**config.mk**
```make
export PLATFORM = sky130hd
export DESIGN_NAME = dmem_resp
export DESIGN_NICKNAME = d
export VERILOG_FILES = /design/src/rtl/dmem_resp_pkg.sv /design/src/rtl/dmem_wbuf.sv /design/src/rtl/dmem_resp.sv
export SDC_FILE = /design/constraint.sdc
export NUM_CORES = 1
export LEC_CHECK = 0
export BUFFER_PORTS_ARGS = -buffer_cell sky130_fd_sc_hd__buf_2
export CAP_MARGIN = 20
export CORE_MARGIN = 5
export CORE_UTILIZATION = 53
export DETAILED_ROUTE_END_ITERATION = 7
export PLACE_DENSITY = 0.77
export SETUP_SLACK_MARGIN = 0.4
export SKIP_CTS_REPAIR_TIMING = 1
export SLEW_MARGIN = 10
export SYNTH_ARGS = -nofsm -noshare
export SYNTH_HDL_FRONTEND = slang
export SYNTH_SLANG_ARGS = --single-unit
```
**constraint.sdc**
```tcl
create_clock -name clk -period 6.35 [get_ports clk]
set_input_delay 1.27 -clock clk [delete_from_list [all_inputs] [get_ports clk]]
set_output_delay 1.27 -clock clk [all_outputs]
set_load 0.02 [all_outputs]
```
**src/rtl/dmem_resp_pkg.sv**
```systemverilog
// Shared widths, write-buffer entry layout and the byte-lane merge helper
// for the data-memory responder.
package dmem_resp_pkg;

  localparam int unsigned SEL_W  = 4;
  localparam int unsigned DATA_W = 32;

  // Entry layout, LSB first: {addr, data, sel}
  localparam int unsigned ENT_SEL_OFF  = 0;
  localparam int unsigned ENT_DATA_OFF = ENT_SEL_OFF + SEL_W;
  localparam int unsigned ENT_ADDR_OFF = ENT_DATA_OFF + DATA_W;

  function automatic logic [DATA_W-1:0] merge(input logic [DATA_W-1:0] old_word,
                                               input logic [DATA_W-1:0] new_word,
                                               input logic [SEL_W-1:0]  sel);
    logic [DATA_W-1:0] res;
    res = old_word;
    for (int unsigned k = 0; k < SEL_W; k++) begin
      if (sel[k]) res[8*k +: 8] = new_word[8*k +: 8];
    end
    return res;
  endfunction

endpackage

```
**src/rtl/dmem_wbuf.sv**
```systemverilog
// Posted-store FIFO with a per-lane youngest-match lookup used to forward
// still-buffered bytes into loads.
module dmem_wbuf
  import dmem_resp_pkg::*;
#(
  parameter int unsigned ADDR_W   = 12,
  parameter int unsigned WB_DEPTH = 2
) (
  input  logic              clk,
  input  logic              rst,
  input  logic              push,
  input  logic [ADDR_W-1:0] push_addr,
  input  logic [SEL_W-1:0]  push_sel,
  input  logic [DATA_W-1:0] push_data,
  input  logic              pop,
  output logic              full,
  output logic              empty,
  output logic [ADDR_W-1:0] head_addr,
  output logic [SEL_W-1:0]  head_sel,
  output logic [DATA_W-1:0] head_data,
  input  logic [ADDR_W-1:0] lookup_addr,
  output logic [DATA_W-1:0] fwd_data,
  output logic [SEL_W-1:0]  fwd_mask
);

  localparam int unsigned IDX_W = $clog2(WB_DEPTH);
  localparam int unsigned PTR_W = IDX_W + 1;
  localparam int unsigned ENT_W = ENT_ADDR_OFF + ADDR_W;

  logic [ENT_W-1:0] mem [WB_DEPTH];
  logic [PTR_W-1:0] wptr;
  logic [PTR_W-1:0] rptr;
  logic [PTR_W-1:0] count;
  logic [ENT_W-1:0] head;

  assign empty = (wptr == rptr);
  assign full  = (wptr[IDX_W] != rptr[IDX_W]) && (wptr[IDX_W-1:0] == rptr[IDX_W-1:0]);
  assign count = wptr - rptr;

  assign head      = mem[rptr[IDX_W-1:0]];
  assign head_addr = head[ENT_ADDR_OFF +: ADDR_W];
  assign head_sel  = head[ENT_SEL_OFF +: SEL_W];
  assign head_data = head[ENT_DATA_OFF +: DATA_W];

  always_ff @(posedge clk) begin
    if (!rst) begin
      wptr <= '0;
      rptr <= '0;
    end else begin
      if (push) wptr <= wptr + PTR_W'(1);
      if (pop)  rptr <= rptr + PTR_W'(1);
    end
  end

  // Storage is not reset; only slots between the pointers are ever read.
  always_ff @(posedge clk) begin
    if (rst && push) mem[wptr[IDX_W-1:0]] <= {push_addr, push_data, push_sel};
  end

  // Walk oldest to youngest so the youngest matching lane overwrites older ones.
  always_comb begin
    fwd_data = '0;
    fwd_mask = '0;
    for (int unsigned i = 0; i < WB_DEPTH; i++) begin
      logic [IDX_W-1:0] idx;
      logic [ENT_W-1:0] ent;
      idx = rptr[IDX_W-1:0] + IDX_W'(i);
      ent = mem[idx];
      if ((PTR_W'(i) < count) && (ent[ENT_ADDR_OFF +: ADDR_W] == lookup_addr)) begin
        fwd_data = merge(fwd_data, ent[ENT_DATA_OFF +: DATA_W], ent[ENT_SEL_OFF +: SEL_W]);
        fwd_mask = fwd_mask | ent[ENT_SEL_OFF +: SEL_W];
      end
    end
  end

endmodule

```
**src/rtl/dmem_resp.sv**
```systemverilog
// Data-memory responder: posts stores into a write buffer, arbitrates the
// single SRAM port between loads and drains, and returns forwarded load data.
module dmem_resp
  import dmem_resp_pkg::*;
#(
  parameter int unsigned ADDR_W   = 12,
  parameter int unsigned WB_DEPTH = 2
) (
  input  logic              clk,
  input  logic              rst,
  input  logic              mem_wr_req_i,
  input  logic [SEL_W-1:0]  mem_wr_sel_i,
  input  logic [31:0]       mem_wr_addr_i,
  input  logic [DATA_W-1:0] mem_wr_data_i,
  input  logic              mem_rd_req_i,
  input  logic [31:0]       mem_rd_addr_i,
  output logic [DATA_W-1:0] mem_rd_data_o,
  output logic              mem_rd_valid_o,
  output logic              hold_flag_o,
  output logic              ram_en_o,
  output logic [SEL_W-1:0]  ram_we_o,
  output logic [ADDR_W-1:0] ram_addr_o,
  output logic [DATA_W-1:0] ram_wdata_o,
  input  logic [DATA_W-1:0] ram_rdata_i
);

  logic              wb_full;
  logic              wb_empty;
  logic [ADDR_W-1:0] head_addr;
  logic [SEL_W-1:0]  head_sel;
  logic [DATA_W-1:0] head_data;
  logic [DATA_W-1:0] fwd_data;
  logic [SEL_W-1:0]  fwd_mask;

  logic              wr_valid;
  logic              drain;
  logic              rd_issue;
  logic              push;
  logic [ADDR_W-1:0] wr_word;
  logic [ADDR_W-1:0] rd_word;

  logic              valid_q;
  logic [DATA_W-1:0] fwd_q;
  logic [SEL_W-1:0]  mask_q;
  logic [DATA_W-1:0] last_q;
  logic [DATA_W-1:0] merged;

  logic unused_addr_bits;
  assign unused_addr_bits = ^{mem_wr_addr_i[31:ADDR_W+2], mem_wr_addr_i[1:0],
                              mem_rd_addr_i[31:ADDR_W+2], mem_rd_addr_i[1:0]};

  assign wr_word  = mem_wr_addr_i[ADDR_W+1:2];
  assign rd_word  = mem_rd_addr_i[ADDR_W+1:2];
  assign wr_valid = mem_wr_req_i && (mem_wr_sel_i != '0);

  // Port arbitration: forced drain when full, then load, then idle drain.
  always_comb begin
    drain       = 1'b0;
    rd_issue    = 1'b0;
    hold_flag_o = 1'b0;
    ram_en_o    = 1'b0;
    ram_we_o    = '0;
    ram_addr_o  = '0;
    ram_wdata_o = '0;
    if (rst) begin
      if (wb_full)           drain    = 1'b1;
      else if (mem_rd_req_i) rd_issue = 1'b1;
      else if (!wb_empty)    drain    = 1'b1;

      hold_flag_o = (mem_rd_req_i && wb_full) || (wr_valid && wb_full && !drain);
      ram_en_o    = drain || rd_issue;
      if (drain) begin
        ram_we_o    = head_sel;
        ram_addr_o  = head_addr;
        ram_wdata_o = head_data;
      end else if (rd_issue) begin
        ram_addr_o  = rd_word;
      end
    end
  end

  assign push = rst && wr_valid && (!wb_full || drain);

  dmem_wbuf #(
    .ADDR_W  (ADDR_W),
    .WB_DEPTH(WB_DEPTH)
  ) u_wbuf (
    .clk        (clk),
    .rst        (rst),
    .push       (push),
    .push_addr  (wr_word),
    .push_sel   (mem_wr_sel_i),
    .push_data  (mem_wr_data_i),
    .pop        (drain),
    .full       (wb_full),
    .empty      (wb_empty),
    .head_addr  (head_addr),
    .head_sel   (head_sel),
    .head_data  (head_data),
    .lookup_addr(rd_word),
    .fwd_data   (fwd_data),
    .fwd_mask   (fwd_mask)
  );

  // Read-return: forwarding captured at issue, SRAM data arrives one cycle later.
  always_ff @(posedge clk) begin
    if (!rst) begin
      valid_q <= 1'b0;
      fwd_q   <= '0;
      mask_q  <= '0;
      last_q  <= '0;
    end else begin
      valid_q <= rd_issue;
      if (rd_issue) begin
        fwd_q  <= fwd_data;
        mask_q <= fwd_mask;
      end
      if (valid_q) last_q <= merged;
    end
  end

  assign merged         = merge(ram_rdata_i, fwd_q, mask_q);
  assign mem_rd_valid_o = valid_q && rst;
  assign mem_rd_data_o  = mem_rd_valid_o ? merged : last_q;

endmodule

```
==> impl_metrics.csv, run 1 <==
group,metric,value,unit
floorplan,coreArea,0.0151,mm2
worst_setup_path,r2r_end,"fwd_q[7]",
hold_path,holdCritPathClass,"flop to flop",
hold_path,min_to,"fwd_q[31]",
placement,dpl_cell_area,0.00919,mm2
timing,final.min_clock_period,4.68,ns
clock_tree,clk_pin_slew_worst_paths,0.06,ns
drt,drt_iter0_markers,331,
synthesis,synth-edff-count,96,
timing,fin_crit_sh,0.736,
synthesis,synth_ff_type,"edfxtp_1",
synthesis,synthesis.area,0.00816,mm2
worst_setup_path,cp-end-kind,"output port",
final_layout,num_antenna_cells,0,
placement,io_buffers,178,
final_layout,mostFrequentLayoutCell,"buf_2",
worst_setup_path,startpoint_type,"input port",
drt,drcViolationCount,0,
global_routing,grt_pass1_wl,30.0,mm
power_and_ir_drop,p_leak,0.00392,uW
final_layout,synthToLayoutAreaGrowth,19.1,%
worst_setup_path,crit_required,5.08,ns
final_layout,stdcell_area,0.00972,mm2
final_layout,nets,1013,
floorplan,placementRows,45,
final_layout,final_cell_mix,"178 x buf_2, 105 x mux2i_1, 96 x edfxtp_1",
timing,fin_skew,0.00919,ns
worst_setup_path,crit_fanout,51,
hold_path,worst_hold_path.num_cells,2,
placement,place_ws,1.69,ns
synthesis,avgSynthCellArea,11.4,um2
floorplan,die-height,134,um
timing,finalSetupTns,0,ns
worst_setup_path,r2r-start,"u_wbuf.rptr[0]",
floorplan,dieArea,0.0180,mm2
synthesis,yosysSeqAreaShare,0.535,
power_and_ir_drop,irDropWorstVdd,0.000188,V
timing,tightest_slew,1.08,ns
drt,drt_wl_total,19.4,mm
placement,gp_congestion,0.759,
drt,drt_pass1_iterations,4,
final_layout,layout-drive-gt1-share,0.294,
outcome,status,"finished, final reports clean",
synthesis,ys_seq_elements,170,
worst_setup_path,r2r_slack,2.91,ns
placement,place_inst,1044,
clock_tree,cts_tree,"yes",
worst_setup_path,critPathArrivalTime,3.41,ns
floorplan,io_pins,219,
power_and_ir_drop,power_density,281,mW/mm2
final_layout,multi_input_area,0.00360,mm2
placement,hpwl,12.9,mm
hold_path,worstHoldStart,"fwd_q[31]",
run,drv_cap,0,
worst_setup_path,worstSetupPathType,"input port to output port",
synthesis,ys_types,44,
global_routing,grt_max_degree,66,
floorplan,initial_core_util,0.539,
global_routing,grt_pass1_vias,6001,
timing,rsz0062_at_grt,"false",
drt,drtAntennaViolNets,0,
drt,num_vias,6046,
clock_tree,htreeDepth,4,
timing,whs,0.457,ns
drt,wl_per_cell,18.0,um
timing,max_clock_freq,214,MHz
timing,setup_viol,0,
synthesis,async_reset_ff_frac,0,
synthesis,yosysWarnings,0,
clock_tree,ctsLongestPathBuffers,2,
final_layout,n_fill_cell,1192,
worst_setup_path,worst_r2r_path_depth,7,
global_routing,antenna_found_initial,0,
clock_tree,cts-buffers-inserted,17,
global_routing,overflow,0,
synthesis,synth_nets,855,
timing,hold_viol,0,
timing,setup_slack,1.67,ns
final_layout,ff_latch_area,0.00437,mm2
clock_tree,clkLatencyLatePin,0.43,ns
global_routing,track_usage,0.212,
timing,drv_slew,0,
floorplan,die_w,134,um
clock_tree,cts_sinks,170,
clock_tree,clock-root-buffer,"clkbuf_16",
final_layout,stdcell_count,1077,
synthesis,synthCells,718,
drt,via_per_inst,5.61,
timing,slew_headroom,0.277,
[Yosys cell counts (all sizes together) (2+ instances only)]
cell type / count / share of area
o21a: 2 / 0.0018
nand3b: 2 / 0.0018
buf: 20 / 0.012
xnor2: 16 / 0.017
nand2: 68 / 0.031
nor3: 2 / 0.0012
dfxtp: 74 / 0.18
and2: 12 / 0.0092
inv: 3 / 0.0014
and3: 3 / 0.0023
nor2: 71 / 0.033
nand4: 2 / 0.0015
o211a: 32 / 0.039
o21ai: 24 / 0.015
mux2i: 105 / 0.13
xor2: 12 / 0.013
nor4: 7 / 0.0080
o2111ai: 3 / 0.0097
nand3: 22 / 0.013
a2bb2oi: 3 / 0.0032
clkbuf: 29 / 0.013
a21oi: 34 / 0.021
and4: 2 / 0.0021
a31oi: 8 / 0.0061
mux2: 30 / 0.041
a32o: 8 / 0.0098
nor2b: 3 / 0.0023
o211ai: 16 / 0.017
edfxtp: 96 / 0.35
[registers in the layout, indices dropped and copies added (netlist names), named ones only]
register / cells
last_q: 32
fwd_q: 32
u_wbuf.rptr: 2
valid_q: 1
mask_q: 4
u_wbuf.wptr: 2
u_wbuf.mem: 96
[worst max-delay path, stage by stage]
cell,delay [ns]
buf_2,0.14
buf_4,0.48
nand2_2,0.73
o21ai_0,0.53
buf_2,0.24
[logic make-up after synthesis]
group	Yosys count	share of synthesized area
AND/OR/NAND/NOR	199	0.111
multiplexers	135	0.170
adder cells (fa/ha/maj)	1	0.00153
XOR/XNOR	28	0.0301
flip-flops	170	0.535
AO/OA/AOI/OAI	133	0.125
buffers and inverters	52	0.0267
[per-layer routing]
layer  GRT usage  share of wire  up-vias
li1            -              -     2966
met1       0.265           0.43     2894
met2       0.367           0.50      162
met3      0.0499          0.054       24
met4      0.0662          0.015        0
met5           0              0        -
[worst max-delay path by stage]
stage	startpoint	endpoint	slack, ns	cells past startpoint
finish	rst	ram_addr_o[3]	1.67	5
global route	rst	ram_addr_o[3]	1.56	5
CTS	rst	ram_addr_o[3]	1.68	5
detailed placement	rst	ram_addr_o[3]	1.69	5
global placement	rst	ram_addr_o[3]	1.71	5
floorplan	rst	u_wbuf.wptr[1]	0.76	5
[report_power, final]
group / total [uW] / internal [uW] / switching, uW
clock: 906 / 507 / 399
combinational: 556 / 235 / 321
sequential: 1270 / 1210 / 59.9
[through the flow]
stage           util  total power [uW]
2_1_floorplan      -              1680
3_3_place_gp   0.607              1840
3_5_place_dp   0.607              1850
4_1_cts        0.640              2750
5_1_grt        0.641              2840
6_report       0.641              2730
[final cells by class]
cell class	count	share of cell area
flip-flops and latches	170	0.450
repair buffers	188	0.102
clock buffers	24	0.0475
inverters	3	0.00116
clock inverters	8	0.00476
multi-input cells	496	0.371
well taps	188	0.0242
Power figures use the tool's default switching activity.
==> inputs of run 2 (changes only) <==
--- a/config.mk
+++ b/config.mk
@@ -5,12 +5,13 @@
 export SDC_FILE = /design/constraint.sdc
 export NUM_CORES = 1
 export LEC_CHECK = 0
+export ABC_AREA = 1
 export BUFFER_PORTS_ARGS = -buffer_cell sky130_fd_sc_hd__buf_2
 export CAP_MARGIN = 20
 export CORE_MARGIN = 5
-export CORE_UTILIZATION = 53
+export CORE_UTILIZATION = 49
 export DETAILED_ROUTE_END_ITERATION = 7
-export PLACE_DENSITY = 0.77
+export PLACE_DENSITY = 0.74
 export SETUP_SLACK_MARGIN = 0.4
 export SKIP_CTS_REPAIR_TIMING = 1
 export SLEW_MARGIN = 10
==> constraint.sdc (replaced) <==
create_clock -name clk -period 3.9 [get_ports clk]
set_input_delay 0.78 -clock clk [delete_from_list [all_inputs] [get_ports clk]]
set_output_delay 0.78 -clock clk [all_outputs]
set_load 0.02 [all_outputs]
==> impl_metrics.csv, run 2 <==
group,metric,value,unit
outcome,status,"finished, final reports clean",
global_routing,grt_pass1_vias,7289,
synthesis,ys_types,33,
worst_setup_path,critPathArrivalTime,2.46,ns
synthesis,synthCells,1182,
synthesis,ys_seq_elements,170,
synthesis,async_reset_ff_frac,0,
clock_tree,cts_tree,"yes",
final_layout,final_util,0.589,
placement,gp_congestion,0.872,
drt,drtAntennaViolNets,0,
global_routing,use_met2,0.335,
final_layout,n_fill_cell,1640,
synthesis,yosys.area.top_type,"edfxtp_1",
floorplan,die-height,144,um
timing,slew_headroom,0.400,
placement,io_buffers,178,
global_routing,antenna_found_initial,2,
synthesis,synth_top_area_frac,0.327,
worst_setup_path,path_cells,"inv_1 > ha_1 > nand3_1 > o21ai_0 > inv_1 > nor2_1 > buf_6 > inv_1 > buf_6 > nor2_1 > buf_2",
floorplan,die_w,144,um
global_routing,overflow,0,
worst_setup_path,worstSetupPathType,"flop to output port",
timing,finalSetupTns,0,ns
worst_setup_path,cp_common_cell,"inv_1",
timing,final.min_clock_period,3.24,ns
timing,fin_crit_sh,0.831,
final_layout,layout-drive-gt1-share,0.190,
power_and_ir_drop,irDropWorstVdd,0.000348,V
drt,drt_wl_total,23.6,mm
worst_setup_path,slowest_delay,0.36,ns
placement,place_inst,1541,
worst_setup_path,cp-end-kind,"output port",
power_and_ir_drop,p_leak,0.00487,uW
global_routing,grt_pass1_wl,36.9,mm
synthesis,synthesis.area,0.00882,mm2
final_layout,final_cell_mix,"296 x nand2_1, 178 x buf_2, 176 x o21ai_0",
global_routing,use_met3,0.0427,
hold_path,worstHoldStart,"fwd_q[29]",
synthesis,synth_common_cells,"297 x nand2_1, 176 x o21ai_0, 160 x inv_1",
hold_path,holdCritPathClass,"flop to flop",
synthesis,yosysWarnings,0,
worst_setup_path,startpoint_type,"flop",
worst_setup_path,crit_slowest_cell,"dfxtp_2",
power_and_ir_drop,power_density,449,mW/mm2
drt,drt_pass1_iterations,5,
final_layout,stdcell_count,1576,
timing,setup_viol,0,
global_routing,grt_max_degree,92,
timing,hold_viol,0,
timing,max_clock_freq,308,MHz
clock_tree,cts-buffers-inserted,17,
run,drv_cap,0,
placement,hpwl,16.7,mm
floorplan,dieArea,0.0208,mm2
drt,drcViolationCount,0,
global_routing,grt-busiest-layer,"met2",
worst_setup_path,crit_family,"buffers and inverters",
clock_tree,htreeDepth,4,
synthesis,yosysSeqAreaShare,0.495,
final_layout,nets,1470,
synthesis,synth.top_cells.by_area,"edfxtp_1 33%, dfxtp_1 17%, nand2_1 13%",
clock_tree,clkLatencyLatePin,0.43,ns
global_routing,use_met1,0.331,
drt,via_per_inst,5.13,
synthesis,yosysMostFrequentCell,"nand2_1",
synthesis,avgSynthCellArea,7.46,um2
synthesis,synth_nets,1319,
placement,place_ws,0.527,ns
floorplan,placementRows,49,
drt,drt_iter0_markers,723,
worst_setup_path,crit_fanout,39,
final_layout,synthToLayoutAreaGrowth,19.1,%
timing,rsz0062_at_grt,"false",
clock_tree,cts_sinks,170,
clock_tree,clk_pin_slew_worst_paths,0.07,ns
floorplan,initial_core_util,0.494,
final_layout,largest_reg_flops,96,
timing,drv_slew,0,
timing,fin_skew,0.0101,ns
final_layout,mostFrequentLayoutCell,"nand2_1",
timing,tightest_slew,0.900,ns
worst_setup_path,r2r-start,"u_wbuf.rptr[0]",
clock_tree,clock-root-buffer,"clkbuf_16",
floorplan,io_pins,219,
synthesis,synth_ff_type,"edfxtp_1",
drt,wl_per_cell,15.0,um
drt,num_vias,8088,
worst_setup_path,path_buf_inv,6,
worst_setup_path,crit_required,3.12,ns
clock_tree,ctsLongestPathBuffers,2,
timing,setup_slack,0.657,ns
worst_setup_path,cp-startpoint,"u_wbuf.wptr[0]",
global_routing,track_usage,0.225,
floorplan,coreArea,0.0178,mm2
synthesis,synth-edff-count,96,
-- run 2: changes by cell type after synthesis, sizes merged, moves of 13 or more --
cell	previous run	this run
nand2	68	303
o21ai	24	189
inv	3	163
mux2i	105	0
nand3	22	104
nor2	71	138
o211a	32	0
mux2	30	0
xnor2	16	0
clkbuf	29	44
a21oi	34	21
-- run 2: logic make-up after synthesis --
kind of cell    count (synthesis)  synth area share
compound gates                231             0.137
fa+ha+maj                       1           0.00142
buf+inv                       223             0.101
flops                         170             0.495
simple gates                  557             0.265
-- run 2: final cells by class --
type,count,area (um2),area share
Clock inverter,9,95.1,0.00905
Sequential cell,170,4370,0.416
Timing Repair Buffer,192,1000,0.0955
Multi-Input combinational cell,789,3600,0.343
Clock buffer,23,533,0.0507
Tap cell,229,287,0.0273
Antenna cell,1,2.50,0.000238
Inverter,163,618,0.0588
-- run 2: path summary, 6_finish.rpt --
kind,depth (start not counted),slack (ns),end
worst max-delay path,11,0.66,ram_we_o[3]
worst min-delay path,2,0.47,fwd_q[29]
worst max register to register,14,0.84,fwd_q[0]
worst min register to register,2,0.47,fwd_q[29]
-- run 2: power breakdown --
group | internal (uW) | switching [uW]
Combinational | 275 | 656
Clock | 1050 | 726
Sequential | 1970 | 47.4
-- run 2: layer usage --
| metal | up-vias | share of wire |
|---|---|---|
| met5 | - | 0.00055 |
| met3 | 38 | 0.085 |
| met2 | 313 | 0.43 |
| met4 | 2 | 0.022 |
| li1 | 4124 | - |
| met1 | 3611 | 0.46 |
-- run 2: worst register-to-register path, delay by kind of cell (launching register included) --
family | cells | cell delay [ns]
and+or+nand+nor | 12 | 1.68
buffers and inverters | 2 | 0.94
DFF | 1 | 0.33
-- run 2: per-stage QoR --
stage	cell area, um2	total power, uW	hold WS, ns
floorplan	8830	2690	0.442
global placement	9830	2950	0.454
detailed placement	9830	2970	0.460
CTS	10500	4720	0.470
global route	10500	4930	0.487
finish	10500	4720	0.468
==> inputs of run 3 (changes only) <==
==> constraint.sdc (replaced) <==
create_clock -name clk -period 2.7 [get_ports clk]
set_input_delay 0.54 -clock clk [delete_from_list [all_inputs] [get_ports clk]]
set_output_delay 0.54 -clock clk [all_outputs]
set_load 0.02 [all_outputs]
==> impl_metrics.csv, run 3 (same netlist as run 2, synthesis figures left out) <==
group,metric,value,unit
drt,drtAntennaViolNets,0,
placement,dpl_cell_area,0.0101,mm2
drt,drt_pass1_iterations,6,
clock_tree,htreeDepth,4,
clock_tree,clkLatencyLatePin,0.44,ns
timing,rsz0062_at_grt,"true",
global_routing,grt_pass1_wl,36.9,mm
timing,slew_headroom,0.324,
final_layout,final_cell_mix,"294 x nand2_1, 169 x o21ai_0, 156 x inv_1",
worst_setup_path,cp_common_cell,"inv_4",
timing,fin_crit_sh,0.990,
floorplan,dieArea,0.0208,mm2
hold_path,holdCritPathClass,"input port to flop",
global_routing,overflow,0,
final_layout,mostFrequentLayoutCell,"nand2_1",
clock_tree,clock-root-buffer,"clkbuf_16",
worst_setup_path,crit_fanout,18,
drt,wl_per_cell,15.7,um
clock_tree,clk_pin_slew_worst_paths,0.07,ns
power_and_ir_drop,p_leak,0.00515,uW
timing,tightest_slew,1.01,ns
floorplan,die_w,144,um
global_routing,grt_max_degree,59,
global_routing,antenna_found_initial,1,
floorplan,placementRows,49,
worst_setup_path,worstSetupPathType,"flop to output port",
worst_setup_path,cp-end-kind,"output port",
placement,io_buffers,178,
timing,final.min_clock_period,2.67,ns
final_layout,largest_reg_flops,96,
placement,gp_congestion,0.883,
timing,setup_slack,0.0263,ns
floorplan,io_pins,219,
drt,drcViolationCount,0,
drt,drt_wl_total,25.3,mm
global_routing,grt_pass1_vias,7317,
clock_tree,cts_tree,"yes",
drt,via_per_inst,5.23,
final_layout,stdcell_area,0.0115,mm2
timing,hold_viol,0,
drt,drt_iter0_markers,652,
floorplan,coreArea,0.0178,mm2
outcome,status,"finished, final reports clean",
power_and_ir_drop,power_density,623,mW/mm2
global_routing,track_usage,0.226,
worst_setup_path,path_cells,"inv_4 > ha_4 > nand3_4 > o21ai_2 > inv_2 > nor2_4 > inv_4 > buf_12 > o22ai_4 > buf_6",
worst_setup_path,slowest_delay,0.37,ns
worst_setup_path,path_buf_inv,5,
floorplan,die-height,144,um
worst_setup_path,crit_required,2.16,ns
final_layout,nets,1506,
worst_setup_path,crit_slowest_cell,"dfxtp_4",
timing,setup_viol,0,
clock_tree,cts-buffers-inserted,17,
timing,whs,0.288,ns
final_layout,num_antenna_cells,0,
worst_setup_path,crit_family,"buffers and inverters",
floorplan,initial_core_util,0.494,
run,drv_cap,0,
worst_setup_path,startpoint_type,"flop",
timing,max_clock_freq,374,MHz
worst_setup_path,r2r_slack,0.45,ns
drt,num_vias,8427,
placement,place_ws,0.0850,ns
timing,drv_slew,0,
timing,finalSetupTns,0,ns
worst_setup_path,critPathArrivalTime,2.13,ns
power_and_ir_drop,irDropWorstVdd,0.000544,V
clock_tree,cts_sinks,170,
timing,fin_skew,0.0120,ns
final_layout,final_util,0.642,
clock_tree,ctsLongestPathBuffers,2,
final_layout,layout-drive-gt1-share,0.250,
final_layout,synthToLayoutAreaGrowth,29.8,%
placement,hpwl,17.2,mm
## run 3: area by class of cell
type | instances | area (um2)
repair buffers | 228 | 1650
inverters | 163 | 624
well taps | 229 | 287
fillers | 1491 | 6390
clock buffers | 18 | 450
flip-flops and latches | 170 | 4380
clock inverters | 14 | 169
multi-input cells | 789 | 3900
## run 3: metal layers
| metal | vias to the layer above | track usage | wire [um] |
|---|---|---|---|
| met5 | - | 0 | 13 |
| met1 | 3833 | 0.332 | 11100 |
| met4 | 2 | 0.0619 | 468 |
| met2 | 342 | 0.342 | 11500 |
| met3 | 41 | 0.0470 | 2270 |
| li1 | 4209 | - | - |
## run 3: power by group
group          total [uW]  internal [uW]  switching, uW
sequential           2910           2850           61.4
combinational        1690            592           1090
clock                2540           1380           1150
total                7130           4820           2310
## run 3: final timing paths
kind	endpoint	start	cells past startpoint
worst max register to register	fwd_q[13]	u_wbuf.rptr[0]	15
worst min register to register	last_q[24]	last_q[24]	2
worst max-delay path	ram_addr_o[4]	u_wbuf.wptr[0]	10
worst min-delay path	u_wbuf.mem[0][17]	mem_wr_data_i[13]	1
## run 3: through the flow
step	total power, uW	cells
2_1_floorplan	3910	1182
3_3_place_gp	4360	1569
3_5_place_dp	4390	1569
4_1_cts	6900	1601
5_1_grt	7430	1611
6_report	7130	1611
